$ cat src/rtl/mem_access_unit_pkg.sv
// ---------------------------------------------------------------------------
// mem_access_unit_pkg
//   Shared types and helpers for the load/store front end.
//   - mem_funct3_t : RV32I load width/sign encodings. Stores reuse the same
//                    codes (SB=000, SH=001, SW=010).
//   - mem_state_t  : access sequencer states.
//   - funct3_illegal / access_misaligned : request screening run in IDLE.
// ---------------------------------------------------------------------------
package mem_access_unit_pkg;

  typedef enum logic [2:0] {
    LB  = 3'b000,
    LH  = 3'b001,
    LW  = 3'b010,
    LBU = 3'b100,
    LHU = 3'b101
  } mem_funct3_t;

  typedef enum logic [2:0] {
    IDLE,
    RD_ISSUE,
    RD_WAIT,
    MERGE,
    WR_ISSUE,
    WR_WAIT,
    FINISH
  } mem_state_t;

  // 011/110/111 are never valid; the unsigned variants 100/101 only exist
  // for loads, so a store carrying them is rejected as well.
  function automatic logic funct3_illegal(input logic we, input logic [2:0] funct3);
    return (funct3 == 3'b011) || (funct3[2:1] == 2'b11) || (we && funct3[2]);
  endfunction

  // Word accesses need addr[1:0]==0, halfword accesses need addr[0]==0.
  // Only called for encodings that already passed funct3_illegal.
  function automatic logic access_misaligned(input logic [2:0] funct3,
                                             input logic [1:0] addr_lo);
    logic bad;
    case (funct3[1:0])
      2'b10:   bad = (addr_lo != 2'b00);
      2'b01:   bad = addr_lo[0];
      default: bad = 1'b0;
    endcase
    return bad;
  endfunction

endpackage

$ cat src/rtl/mem_access_unit_align.sv
// ---------------------------------------------------------------------------
// load_store_align
//   Purely combinational lane steering for sub-word accesses.
//   Load path : picks the byte/halfword selected by addr[1:0] from a RAM word
//               and sign- or zero-extends it according to funct3.
//   Store path: overlays the low store bits onto the old word at the lane
//               selected by addr[1:0] (SB) or addr[1] (SH); SW passes the
//               store data through untouched.
//   Ports:
//     load_word, load_addr_lo, load_funct3  -> load_result
//     old_word, store_data, store_addr_lo, store_funct3 -> merged_word
// ---------------------------------------------------------------------------
module load_store_align
  import mem_access_unit_pkg::*;
(
  input  logic [31:0] load_word,
  input  logic [1:0]  load_addr_lo,
  input  logic [2:0]  load_funct3,
  output logic [31:0] load_result,
  input  logic [31:0] old_word,
  input  logic [31:0] store_data,
  input  logic [1:0]  store_addr_lo,
  input  logic [2:0]  store_funct3,
  output logic [31:0] merged_word
);

  logic [7:0]  load_byte;
  logic [15:0] load_half;

  always_comb begin
    load_byte   = 8'h00;
    load_half   = 16'h0000;
    load_result = 32'h0000_0000;

    case (load_addr_lo)
      2'd0:    load_byte = load_word[7:0];
      2'd1:    load_byte = load_word[15:8];
      2'd2:    load_byte = load_word[23:16];
      default: load_byte = load_word[31:24];
    endcase

    load_half = load_addr_lo[1] ? load_word[31:16] : load_word[15:0];

    case (load_funct3)
      LB:      load_result = {{24{load_byte[7]}}, load_byte};
      LBU:     load_result = {24'h000000, load_byte};
      LH:      load_result = {{16{load_half[15]}}, load_half};
      LHU:     load_result = {16'h0000, load_half};
      LW:      load_result = load_word;
      default: load_result = 32'h0000_0000;
    endcase
  end

  always_comb begin
    merged_word = store_data;

    case (store_funct3)
      3'b000: begin
        case (store_addr_lo)
          2'd0:    merged_word = {old_word[31:8], store_data[7:0]};
          2'd1:    merged_word = {old_word[31:16], store_data[7:0], old_word[7:0]};
          2'd2:    merged_word = {old_word[31:24], store_data[7:0], old_word[15:0]};
          default: merged_word = {store_data[7:0], old_word[23:0]};
        endcase
      end
      3'b001: begin
        merged_word = store_addr_lo[1] ? {store_data[15:0], old_word[15:0]}
                                       : {old_word[31:16], store_data[15:0]};
      end
      default: merged_word = store_data;
    endcase
  end

endmodule

$ cat src/rtl/mem_access_unit.sv
// ---------------------------------------------------------------------------
// mem_access_unit
//   Load/store front end sitting between the core memory stage and
//   ram_control. Takes one RV32I load/store, screens it (funct3 legality,
//   alignment, range), then runs the word-level ram_control handshake.
//   Sub-word stores are done as read-modify-write; sub-word loads are
//   extracted and extended before being returned.
//
//   Ports:
//     clk, reset            clock, asynchronous active-high reset
//     mem_req               request strobe, only looked at in IDLE
//     mem_we                1 = store, 0 = load
//     mem_funct3            RV32I width/sign encoding
//     mem_addr              byte address
//     mem_wr_data           store data (low bytes for SB/SH)
//     mem_rd_data           extended load result, held until next load
//     mem_done              one-cycle completion pulse
//     mem_fault             qualifies mem_done: request was rejected
//     mem_busy              high whenever the sequencer is not IDLE
//     ram_rd_start/ram_wr_start        one-cycle start pulses
//     ram_rd_addr_base/ram_wr_addr_base 16-bit-entry index of the word
//     ram_wr_data_in        full word to write
//     ram_rd_done/ram_wr_done          completion pulses from ram_control
//     ram_rd_data_out       read word, valid with ram_rd_done
// ---------------------------------------------------------------------------
module mem_access_unit
  import mem_access_unit_pkg::*;
#(
  parameter int ADDR_WIDTH = 32,
  parameter int RAM_WORDS  = 2048
) (
  input  logic                  clk,
  input  logic                  reset,
  input  logic                  mem_req,
  input  logic                  mem_we,
  input  logic [2:0]            mem_funct3,
  input  logic [ADDR_WIDTH-1:0] mem_addr,
  input  logic [31:0]           mem_wr_data,
  output logic [31:0]           mem_rd_data,
  output logic                  mem_done,
  output logic                  mem_fault,
  output logic                  mem_busy,
  output logic                  ram_wr_start,
  output logic                  ram_rd_start,
  output logic [ADDR_WIDTH-1:0] ram_wr_addr_base,
  output logic [ADDR_WIDTH-1:0] ram_rd_addr_base,
  output logic [31:0]           ram_wr_data_in,
  input  logic                  ram_wr_done,
  input  logic                  ram_rd_done,
  input  logic [31:0]           ram_rd_data_out
);

  localparam logic [63:0] RAM_BYTES = 64'(RAM_WORDS) * 64'd4;

  mem_state_t            state;
  logic                  lat_we;
  logic [2:0]            lat_funct3;
  logic [1:0]            lat_addr_lo;
  logic [31:0]           lat_store_data;
  logic [31:0]           rd_word;
  logic [ADDR_WIDTH-1:0] addr_base;

  logic                  req_fault;
  logic [31:0]           load_result;
  logic [31:0]           merged_word;

  // Screening is done on the live request inputs so a rejected access can
  // complete one cycle after it was sampled.
  assign req_fault = funct3_illegal(mem_we, mem_funct3)
                  || access_misaligned(mem_funct3, mem_addr[1:0])
                  || (64'(mem_addr) >= RAM_BYTES);

  assign mem_busy         = (state != IDLE);
  assign ram_wr_addr_base = addr_base;
  assign ram_rd_addr_base = addr_base;

  // The load path works on the word arriving from ram_control in the done
  // cycle, so the extended result is registered together with mem_done.
  // The store path merges into the word captured by the read phase.
  load_store_align u_align (
    .load_word     (ram_rd_data_out),
    .load_addr_lo  (lat_addr_lo),
    .load_funct3   (lat_funct3),
    .load_result   (load_result),
    .old_word      (rd_word),
    .store_data    (lat_store_data),
    .store_addr_lo (lat_addr_lo),
    .store_funct3  (lat_funct3),
    .merged_word   (merged_word)
  );

  // Access sequencer. Every output pulse is raised on the edge that enters
  // the state it belongs to and dropped on the edge that leaves it, so the
  // pulses line up exactly with RD_ISSUE, WR_ISSUE and FINISH.
  always_ff @(posedge clk or posedge reset) begin
    if (reset) begin
      state          <= IDLE;
      lat_we         <= 1'b0;
      lat_funct3     <= 3'b000;
      lat_addr_lo    <= 2'b00;
      lat_store_data <= 32'h0000_0000;
      rd_word        <= 32'h0000_0000;
      addr_base      <= '0;
      mem_rd_data    <= 32'h0000_0000;
      mem_done       <= 1'b0;
      mem_fault      <= 1'b0;
      ram_wr_start   <= 1'b0;
      ram_rd_start   <= 1'b0;
      ram_wr_data_in <= 32'h0000_0000;
    end else begin
      case (state)
        IDLE: begin
          if (mem_req) begin
            lat_we         <= mem_we;
            lat_funct3     <= mem_funct3;
            lat_addr_lo    <= mem_addr[1:0];
            lat_store_data <= mem_wr_data;
            if (req_fault) begin
              mem_done  <= 1'b1;
              mem_fault <= 1'b1;
              if (!mem_we) begin
                mem_rd_data <= 32'h0000_0000;
              end
              state <= FINISH;
            end else begin
              addr_base <= {1'b0, mem_addr[ADDR_WIDTH-1:2], 1'b0};
              // SW shares the LW encoding and needs no read phase.
              if (mem_we && (mem_funct3 == LW)) begin
                ram_wr_data_in <= mem_wr_data;
                ram_wr_start   <= 1'b1;
                state          <= WR_ISSUE;
              end else begin
                ram_rd_start <= 1'b1;
                state        <= RD_ISSUE;
              end
            end
          end
        end

        // A done in the issue cycle itself is treated like one in RD_WAIT.
        RD_ISSUE, RD_WAIT: begin
          ram_rd_start <= 1'b0;
          if (ram_rd_done) begin
            rd_word <= ram_rd_data_out;
            if (lat_we) begin
              state <= MERGE;
            end else begin
              mem_rd_data <= load_result;
              mem_done    <= 1'b1;
              mem_fault   <= 1'b0;
              state       <= FINISH;
            end
          end else begin
            state <= RD_WAIT;
          end
        end

        MERGE: begin
          ram_wr_data_in <= merged_word;
          ram_wr_start   <= 1'b1;
          state          <= WR_ISSUE;
        end

        WR_ISSUE, WR_WAIT: begin
          ram_wr_start <= 1'b0;
          if (ram_wr_done) begin
            mem_done  <= 1'b1;
            mem_fault <= 1'b0;
            state     <= FINISH;
          end else begin
            state <= WR_WAIT;
          end
        end

        FINISH: begin
          mem_done  <= 1'b0;
          mem_fault <= 1'b0;
          state     <= IDLE;
        end

        default: begin
          mem_done     <= 1'b0;
          mem_fault    <= 1'b0;
          ram_wr_start <= 1'b0;
          ram_rd_start <= 1'b0;
          state        <= IDLE;
        end
      endcase
    end
  end

endmodule

$ cat config.mk
export PLATFORM = sky130hd
export DESIGN_NAME = mem_access_unit
export DESIGN_NICKNAME = d
export VERILOG_FILES = /design/src/rtl/mem_access_unit_pkg.sv /design/src/rtl/mem_access_unit_align.sv /design/src/rtl/mem_access_unit.sv
export SDC_FILE = /design/constraint.sdc
export NUM_CORES = 1
export LEC_CHECK = 0
export CORE_MARGIN = 2
export CORE_UTILIZATION = 43
export DETAILED_ROUTE_END_ITERATION = 7
export PLACE_DENSITY = 0.82
export SYNTH_ARGS = -nofsm -noshare
export SYNTH_HDL_FRONTEND = slang
export SYNTH_SLANG_ARGS = --single-unit
export TNS_END_PERCENT = 1
$ cat constraint.sdc
create_clock -name clk -period 7.1 [get_ports clk]
set_clock_uncertainty 0.15 [all_clocks]
set_input_delay 2.13 -clock clk [delete_from_list [all_inputs] [get_ports clk]]
set_output_delay 2.13 -clock clk [all_outputs]
set_load 0.03 [all_outputs]
; Word-level counts from Yosys, hierarchy flattened
; Cells that the tools add are included.
[op_classes]
n_mul = 0
div_mod_pow = 0
eq_ne = 26
n_lt_le_gt_ge = 1
mux = 42
n_shift = 0
bitwise_logic = 4
reduce_logical = 25
addsub = 0
[op_table]
columns = operator, count
row1 = 2-to-1 mux 32 bit, 9
row2 = one-hot mux 32 bit (2 select lines), 3
row3 = one-hot mux 32 bit (5 select lines), 1
row4 = one-hot mux 32 bit (3 select lines), 1
row5 = >= comparator 32 x 14 -> 1 bit (second input constant), 1
row6 = one-hot mux 8 bit (3 select lines), 1
row7 = != test 2 bit (second input constant), 9
row8 = 2-to-1 mux 16 bit, 1
row9 = == test 3 x 2 -> 1 bit (second input constant), 5
row10 = == test 3 bit (second input constant), 5
row11 = 2-to-1 mux 3 bit, 5
row12 = 2-to-1 mux 1 bit, 14
row13 = one-hot mux 3 bit (4 select lines), 1
row14 = AND reduction 4 bit, 3
row15 = AND reduction 6 bit, 2
row16 = one-hot mux 1 bit (4 select lines), 2
row17 = == test 2 bit (second input constant), 3
row18 = == test 3 x 1 -> 1 bit (second input constant), 2
row19 = zero test 3 bit, 2
row20 = nonzero test 2 bit, 3
row21 = == test 2 x 1 -> 1 bit (second input constant), 2
row22 = logical OR 1 bit, 4
row23 = inverter 1 bit, 4
row24 = one-hot mux 1 bit (2 select lines), 2
row25 = 10 further kinds, 13
[word_totals]
ram_bits = 0
mem_bits_ro = 0
latch_bits = 0
out_inout_bits = 133
memories = 0
inputBits = 105
register_bits = 171
wordCells = 111

; Longest topological paths before layout
; Gate-level depths: netlist of the first run.
[depth]
depth_word = 8
ltp_mapped = 9
ltp_nobuf = 7

; Cells and area by module
; From an unflattened synthesis of the first run, not the netlist that was laid out.
[unflattened]
cells_unflattened = 778
hier_area_um2 = 9185.1
[modules_own_cells]
columns = module, instances, cells_each, area_each_um2, seq_area_each_um2
row1 = mem_access_unit, 1, 556, 7614.8, 4279.1
row2 = load_store_align, 1, 222, 1570.3, 0.0

; Least setup slack after synthesis of the first run
; No wires, ideal clock.
[synth_timing]
kind = input -> register
from = input port mem_addr[16]
to = register ram_wr_data_in[2]
path_stages = 7
slack_ns = 3.251
arrival_time_ns = 3.557
t_required_ns = 6.809
setup_time_ns = 0.141
path_buffers = 2
cell_sequence = nor4_1 nand4_1 or4_1 buf_2 buf_2 nand2_1 a31oi_1
[synth_between]
elab_chain_cells = 4
[synth_lines]
columns = item, line_no
row1 = start: declaration, mem_access_unit.sv:37  ; input logic [ADDR_WIDTH-1:0] mem_addr,
row2 = >= comparator 32 x 14 -> 1 bit, mem_access_unit.sv:71  ; || (64'(mem_addr) >= RAM_BYTES);
row3 = logical OR 1 bit, mem_access_unit.sv:71
row4 = != test 2 bit (no line), -
row5 = AND reduction 4 bit (no line), -
row6 = end signal: assignment, mem_access_unit.sv:129  ; ram_wr_data_in <= mem_wr_data;
row7 = end signal: assignment, mem_access_unit.sv:159  ; ram_wr_data_in <= merged_word;
row8 = end: declaration, mem_access_unit.sv:47  ; output logic [31:0] ram_wr_data_in,
; No other way between the ends.
; A chain may end at the register's enable or synchronous reset.

; Final worst setup path of the first run
[layout_timing]
from = input port mem_addr[25]
to = register addr_base[10] (netlist: ram_rd_addr_base[10])
[layout_between]
elab_chain_cells = 4
[layout_lines]
columns = item, line_no
row1 = >= comparator 32 x 14 -> 1 bit, mem_access_unit.sv:71
row2 = logical OR 1 bit, mem_access_unit.sv:71
row3 = inverter 1 bit (no line), -
row4 = AND reduction 3 bit (no line), -
row5 = end signal: assignment, mem_access_unit.sv:126  ; addr_base <= {1'b0, mem_addr[ADDR_WIDTH-1:2], 1'b0};
row6 = end: declaration, mem_access_unit.sv:61  ; logic [ADDR_WIDTH-1:0] addr_base;
; No other way between the ends.

==> flow_summary.toml, run 1 <==
[clock_tree]
numCtsBuffers = 17
clock_sinks = 171
path_clk_slew_ns = 0.07
post_cts_buffers = 0
insertion_delay_ns = 0.43
cts_tree = "built"
cts_resized = 0
max-clock-path-buffers = 2
cts-root-buf = "clkbuf_16"
cts_max_level = 4
cts_hold_buf = 0

[critical_path]
cp_common_cell = "nand4_1"
startpoint_type = "primary input"
cp_top_family = "simple AND/OR/NAND/NOR gates"
worstPathRequired_ns = 7.25
cp_num_buf_inv = 1
worstSetupPathType = "in2reg"
slowest_stage = "nand4_1"
critPathMaxStageDelay_ns = 0.90
crit_arrival_ns = 5.01
worstPathCellList = "clkdlybuf4s50_1 > nor4_1 > nand4_1 > nor2_1 > nand4_1 > mux2_2"
endpoint_kind = "flip-flop"
worst-path-max-fanout = 30

[grt]
grt_max_degree = 96
grt_usage_pct = 24.0
grt_overflow = 0
antenna_found_initial = 0
grt_pass1_vias = 6710
grt_pass1_wl_um = 37400

[logic_synthesis]
yosys_warnings = 0
synth_cell_types = 55
synthCells = 719
syn_area_per_cell_um2 = 11.5
netlist_area_um2 = 8250
synth_flop_cell = "dfrtp_1"
synth_sequential_area_ratio_pct = 51.8
synth.top_cell.area_share_pct = 51.8
async_reset_ff_share_pct = 100
yosysTopAreaCell = "dfrtp_1"
synth-edff-count = 0
ys_top_cells_by_area = "dfrtp_1 (52%), mux2_2 (12%), o2bb2ai_1 (3.4%)"
ys_seq_elements = 171

[timing]
slew_violations = 0
rsz0062_at_grt = "false"
setup_viol = 0
holdWs_ns = 0.335
worst_slew_pin_slew_ns = 1.19
fmax_mhz = 206
max_slew_margin_pct = 20.0
fin_crit_ns = 4.86
tns_ns = 0
finalCritPeriodShare_pct = 68.4
final_hold_viol_count = 0

[layout]
utilization_pct = 59.2
stdcell_area_um2 = 11100
nFillCells = 1549
final_common_cell = "clkdlybuf4s50_1"
fin_cells = 1143
antenna_cells = 0
most-common-layout-cells = "clkdlybuf4s50_1 (233), dfrtp_1 (171), mux2_2 (88)"
area_growth_pct = 34.5
nNetsFinal = 1004
drive_gt1_share_pct = 15.8

[drt]
antenna_left = 0
drc_errors = 0
dr.pass1.iters = 6
first_iter_violations = 593
avgRoutedWirePerCell_um = 21.2
vias = 6772
post_drt_via_cell_ratio = 5.92
postRouteWirelength_um = 24200

[power]
switching_share_pct = 39.1
leakagePower_nw = 4.64
power_frac_seq_pct = 36.0
p_sw_mw = 1.84
power.density_nw_per_um2 = 424
power.share.combinational_pct = 43.2
max-vdd-ir-drop_uv = 220
power.internal_mw = 2.87
pwr-share-clk_pct = 20.8

[place]
hpwl_um = 17000
place_area_um2 = 10500
io_buffers = 233
gp_congestion = 0.843
dp.cells = 1111

[min_path]
min_path_type = "reg2reg"

[die]
initial_utilization_pct = 44.0
design.core.area_um2 = 18800
fp.dieW_um = 143
ios = 238
rows = 50
die_y_um = 143
die_area_um2 = 20300

[run]
cap_violations = 0

[outcome]
status = "finished clean"
-- layer usage --
metal	vias to the layer above	GRT usage (%)	part of all wire, %
met2	370	39.9	49
met4	0	7.76	2.4
met5	-	0	0
li1	2986	-	-
met3	56	6.12	8.0
met1	3360	30.9	40
-- final timing paths --
check | startpoint | slack [ns] | cells past startpoint | to
worst max-delay path | mem_addr[25] | 2.24 | 6 | ram_rd_addr_base[10]$_DFFE_PP0P_
worst min-delay path | mem_rd_data[30]$_DFFE_PP0P_ | 0.34 | 1 | mem_rd_data[30]$_DFFE_PP0P_
worst max register to register | lat_funct3[0]$_DFFE_PP0P_ | 3.88 | 4 | mem_rd_data[3]$_DFFE_PP0P_
worst min register to register | mem_rd_data[30]$_DFFE_PP0P_ | 0.34 | 1 | mem_rd_data[30]$_DFFE_PP0P_
max in group asynchronous | reset | 3.35 | 3 | ram_rd_addr_base[8]$_DFFE_PP0P_
min in group asynchronous | reset | 2.10 | 2 | ram_rd_addr_base[24]$_DFFE_PP0P_
-- power by group through the flow --
| stage | Sequential (mW) | Combinational [mW] | Clock, mW |
|---|---|---|---|
| 2_1_floorplan | 1.84 | 1.16 | 0 |
| 3_3_place_gp | 1.69 | 1.98 | 0 |
| 3_5_place_dp | 1.70 | 2.02 | 0 |
| 4_1_cts | 1.69 | 2.04 | 0.992 |
| 5_1_grt | 1.74 | 2.18 | 1.04 |
| 6_report | 1.70 | 2.03 | 0.981 |
-- logic make-up (layout without fill, tap and decap cells) --
group,after synthesis,in the layout,synth area share (%)
AND/OR/NAND/NOR,163,163,9.85
buffers and inverters,96,283,6.31
other,1,4,0.0454
XOR/XNOR,1,1,0.106
flip-flops,171,171,51.8
AO/OA/AOI/OAI,180,180,16.2
adder cells (fa/ha/maj),3,3,0.455
multiplexers,104,104,15.2
-- through the flow --
step / power (mW) / setup WS, ns
after floorplan: 3.00 / 0.188
after global placement: 3.68 / 1.88
after detailed placement: 3.72 / 1.77
after CTS: 4.72 / 2.22
after global routing: 4.96 / 1.89
final: 4.71 / 2.24
-- flip-flops by register name, summed over array words and instances (netlist names) --
signal / flops
lat_we: 1
state: 3
mem_done: 1
rd_word: 32
ram_rd_start: 1
lat_store_data: 32
lat_funct3: 3
ram_rd_addr_base: 30
lat_addr_lo: 2
ram_wr_data_in: 32
ram_wr_start: 1
mem_rd_data: 32
mem_fault: 1
-- area by class of cell --
class	instances	area (um2)	share of cell area, %
clock buffer	21	460	4.15
timing repair buffer	242	2400	21.6
clock inverter	11	158	1.42
multi-input combinational	455	3480	31.3
sequential	171	4280	38.5
inverter	9	38.8	0.349
tap	234	293	2.64
-- synth_stat cells, types with 9 or more instances --
| master | n |
|---|---|
| nand3_1 | 26 |
| buf_2 | 23 |
| inv_1 | 9 |
| a21oi_1 | 35 |
| o211ai_1 | 15 |
| dfrtp_1 | 171 |
| nor3_1 | 11 |
| a31oi_1 | 16 |
| o2bb2ai_1 | 32 |
| a222oi_1 | 16 |
| a221oi_1 | 9 |
| clkbuf_1 | 26 |
| buf_4 | 35 |
| nor2_1 | 23 |
| mux2_2 | 88 |
| a22o_1 | 9 |
| and2_1 | 20 |
| o21ai_0 | 12 |
| nand2_1 | 57 |
Note: power is estimated with default switching activity, not from simulation.
==> run 2: changes to the inputs <==
CORE_UTILIZATION = 48   (was 43)
PLACE_DENSITY = 0.87   (was 0.82)
clock period = 4.95 ns   (was 7.1 ns; I/O delays follow)
==> flow_summary.toml, run 2 (synthesis results as in run 1) <==
[critical_path]
worst-path-max-fanout = 19
crit_start = "state[2]$_DFFE_PP0N_"
reg2regPathDepth = 5
reg2reg_slack_ns = 1.94
startpoint_type = "flip-flop"
crit_arrival_ns = 2.30
worstPathRequired_ns = 3.31
endpoint = "mem_busy"
endpoint_kind = "output port"
worstSetupPathType = "reg2out"
reg2reg_to = "ram_wr_data_in[19]$_DFFE_PP0P_"
r2r_start = "lat_addr_lo[0]$_DFFE_PP0P_"

[clock_tree]
cts_tree = "built"
path_clk_slew_ns = 0.06
max-clock-path-buffers = 2
cts_hold_buf = 0
cts-root-buf = "clkbuf_16"
post_cts_buffers = 0
numCtsBuffers = 17
insertion_delay_ns = 0.42
cts_resized = 0
clock_sinks = 171
cts_max_level = 4

[drt]
first_iter_violations = 776
antenna_left = 0
drc_errors = 0
post_drt_via_cell_ratio = 6.08
dr.pass1.iters = 5
postRouteWirelength_um = 24500
avgRoutedWirePerCell_um = 21.6
vias = 6899

[die]
ios = 238
design.core.area_um2 = 16700
die_area_um2 = 18300
die_y_um = 135
initial_utilization_pct = 49.4
rows = 47
fp.dieW_um = 135

[timing]
final_hold_viol_count = 0
fin_crit_ns = 3.94
tns_ns = 0
setup_viol = 0
rsz0062_at_grt = "false"
slew_violations = 0
finalCritPeriodShare_pct = 79.6
holdWs_ns = 0.340
worst_slew_pin_slew_ns = 1.22
max_slew_margin_pct = 18.3
fmax_mhz = 254

[layout]
area_growth_pct = 34.7
stdcell_area_um2 = 11100
nNetsFinal = 1009
drive_gt1_share_pct = 16.3
nFillCells = 1213
antenna_cells = 0
most-common-layout-cells = "clkdlybuf4s50_1 (233), dfrtp_1 (171), mux2_2 (88)"
final_common_cell = "clkdlybuf4s50_1"

[power]
power_mw = 6.71
leakagePower_nw = 4.65
power.density_nw_per_um2 = 604
max-vdd-ir-drop_uv = 383

[min_path]
min_path_type = "reg2reg"
hold_path_depth = 1

[run]
cap_violations = 0

[grt]
grt_pass1_wl_um = 37900
grt_overflow = 0
antenna_found_initial = 0
grt_max_degree = 58
grt_pass1_vias = 6817
grt_usage_pct = 27.1

[place]
place_area_um2 = 10500
hpwl_um = 17200
gp_congestion = 0.880
io_buffers = 233

[outcome]
status = "finished clean"
## run 2: where the power goes
part | switching [mW] | internal, mW | leakage (nW)
clock | 0.594 | 0.736 | 0.284
sequential | 0.521 | 1.93 | 2.12
combinational | 1.57 | 1.36 | 2.24
## run 2: how the worst min path moves through the flow
| stage | startpoint | end | slack (ns) |
|---|---|---|---|
| floorplan | rd_word[0]$_DFFE_PP0P_ | rd_word[0]$_DFFE_PP0P_ | 0.33 |
| global placement | mem_rd_data[25]$_DFFE_PP0P_ | mem_rd_data[25]$_DFFE_PP0P_ | 0.32 |
| detailed placement | mem_rd_data[25]$_DFFE_PP0P_ | mem_rd_data[25]$_DFFE_PP0P_ | 0.32 |
| CTS | mem_rd_data[25]$_DFFE_PP0P_ | mem_rd_data[25]$_DFFE_PP0P_ | 0.34 |
| global route | mem_rd_data[24]$_DFFE_PP0P_ | mem_rd_data[24]$_DFFE_PP0P_ | 0.36 |
| finish | mem_rd_data[24]$_DFFE_PP0P_ | mem_rd_data[24]$_DFFE_PP0P_ | 0.34 |
## run 2: worst max-delay path: stages, from the launching register on
cell	delay (ns)
dfrtp_1	0.59
nor3_1	0.47
inv_1	0.15
clkdlybuf4s50_1	0.66
## run 2: area by class of cell
class,count,area [um2],area share [%]
well taps,220,275,2.47
clock buffers,20,457,4.11
flip-flops and latches,171,4280,38.5
repair buffers,247,2460,22.1
inverters,9,37.5,0.337
multi-input cells,455,3470,31.2
clock inverters,12,136,1.23
## run 2: per-layer routing
layer	routed length, um	global-route usage, %	up-vias
met1	9190	34.1	3385
li1	-	-	2995
met4	799	11.7	0
met2	12200	45.3	447
met5	0	0	-
met3	2330	6.21	72
## run 2: per-stage QoR
step	utilization (%)	worst slack (ns)	instances
floorplan	-	1.13	722
global placement	63.0	0.941	1102
detailed placement	63.0	0.907	1102
CTS	66.6	0.983	1134
global route	66.6	0.878	1134
finish	66.6	1.01	1134
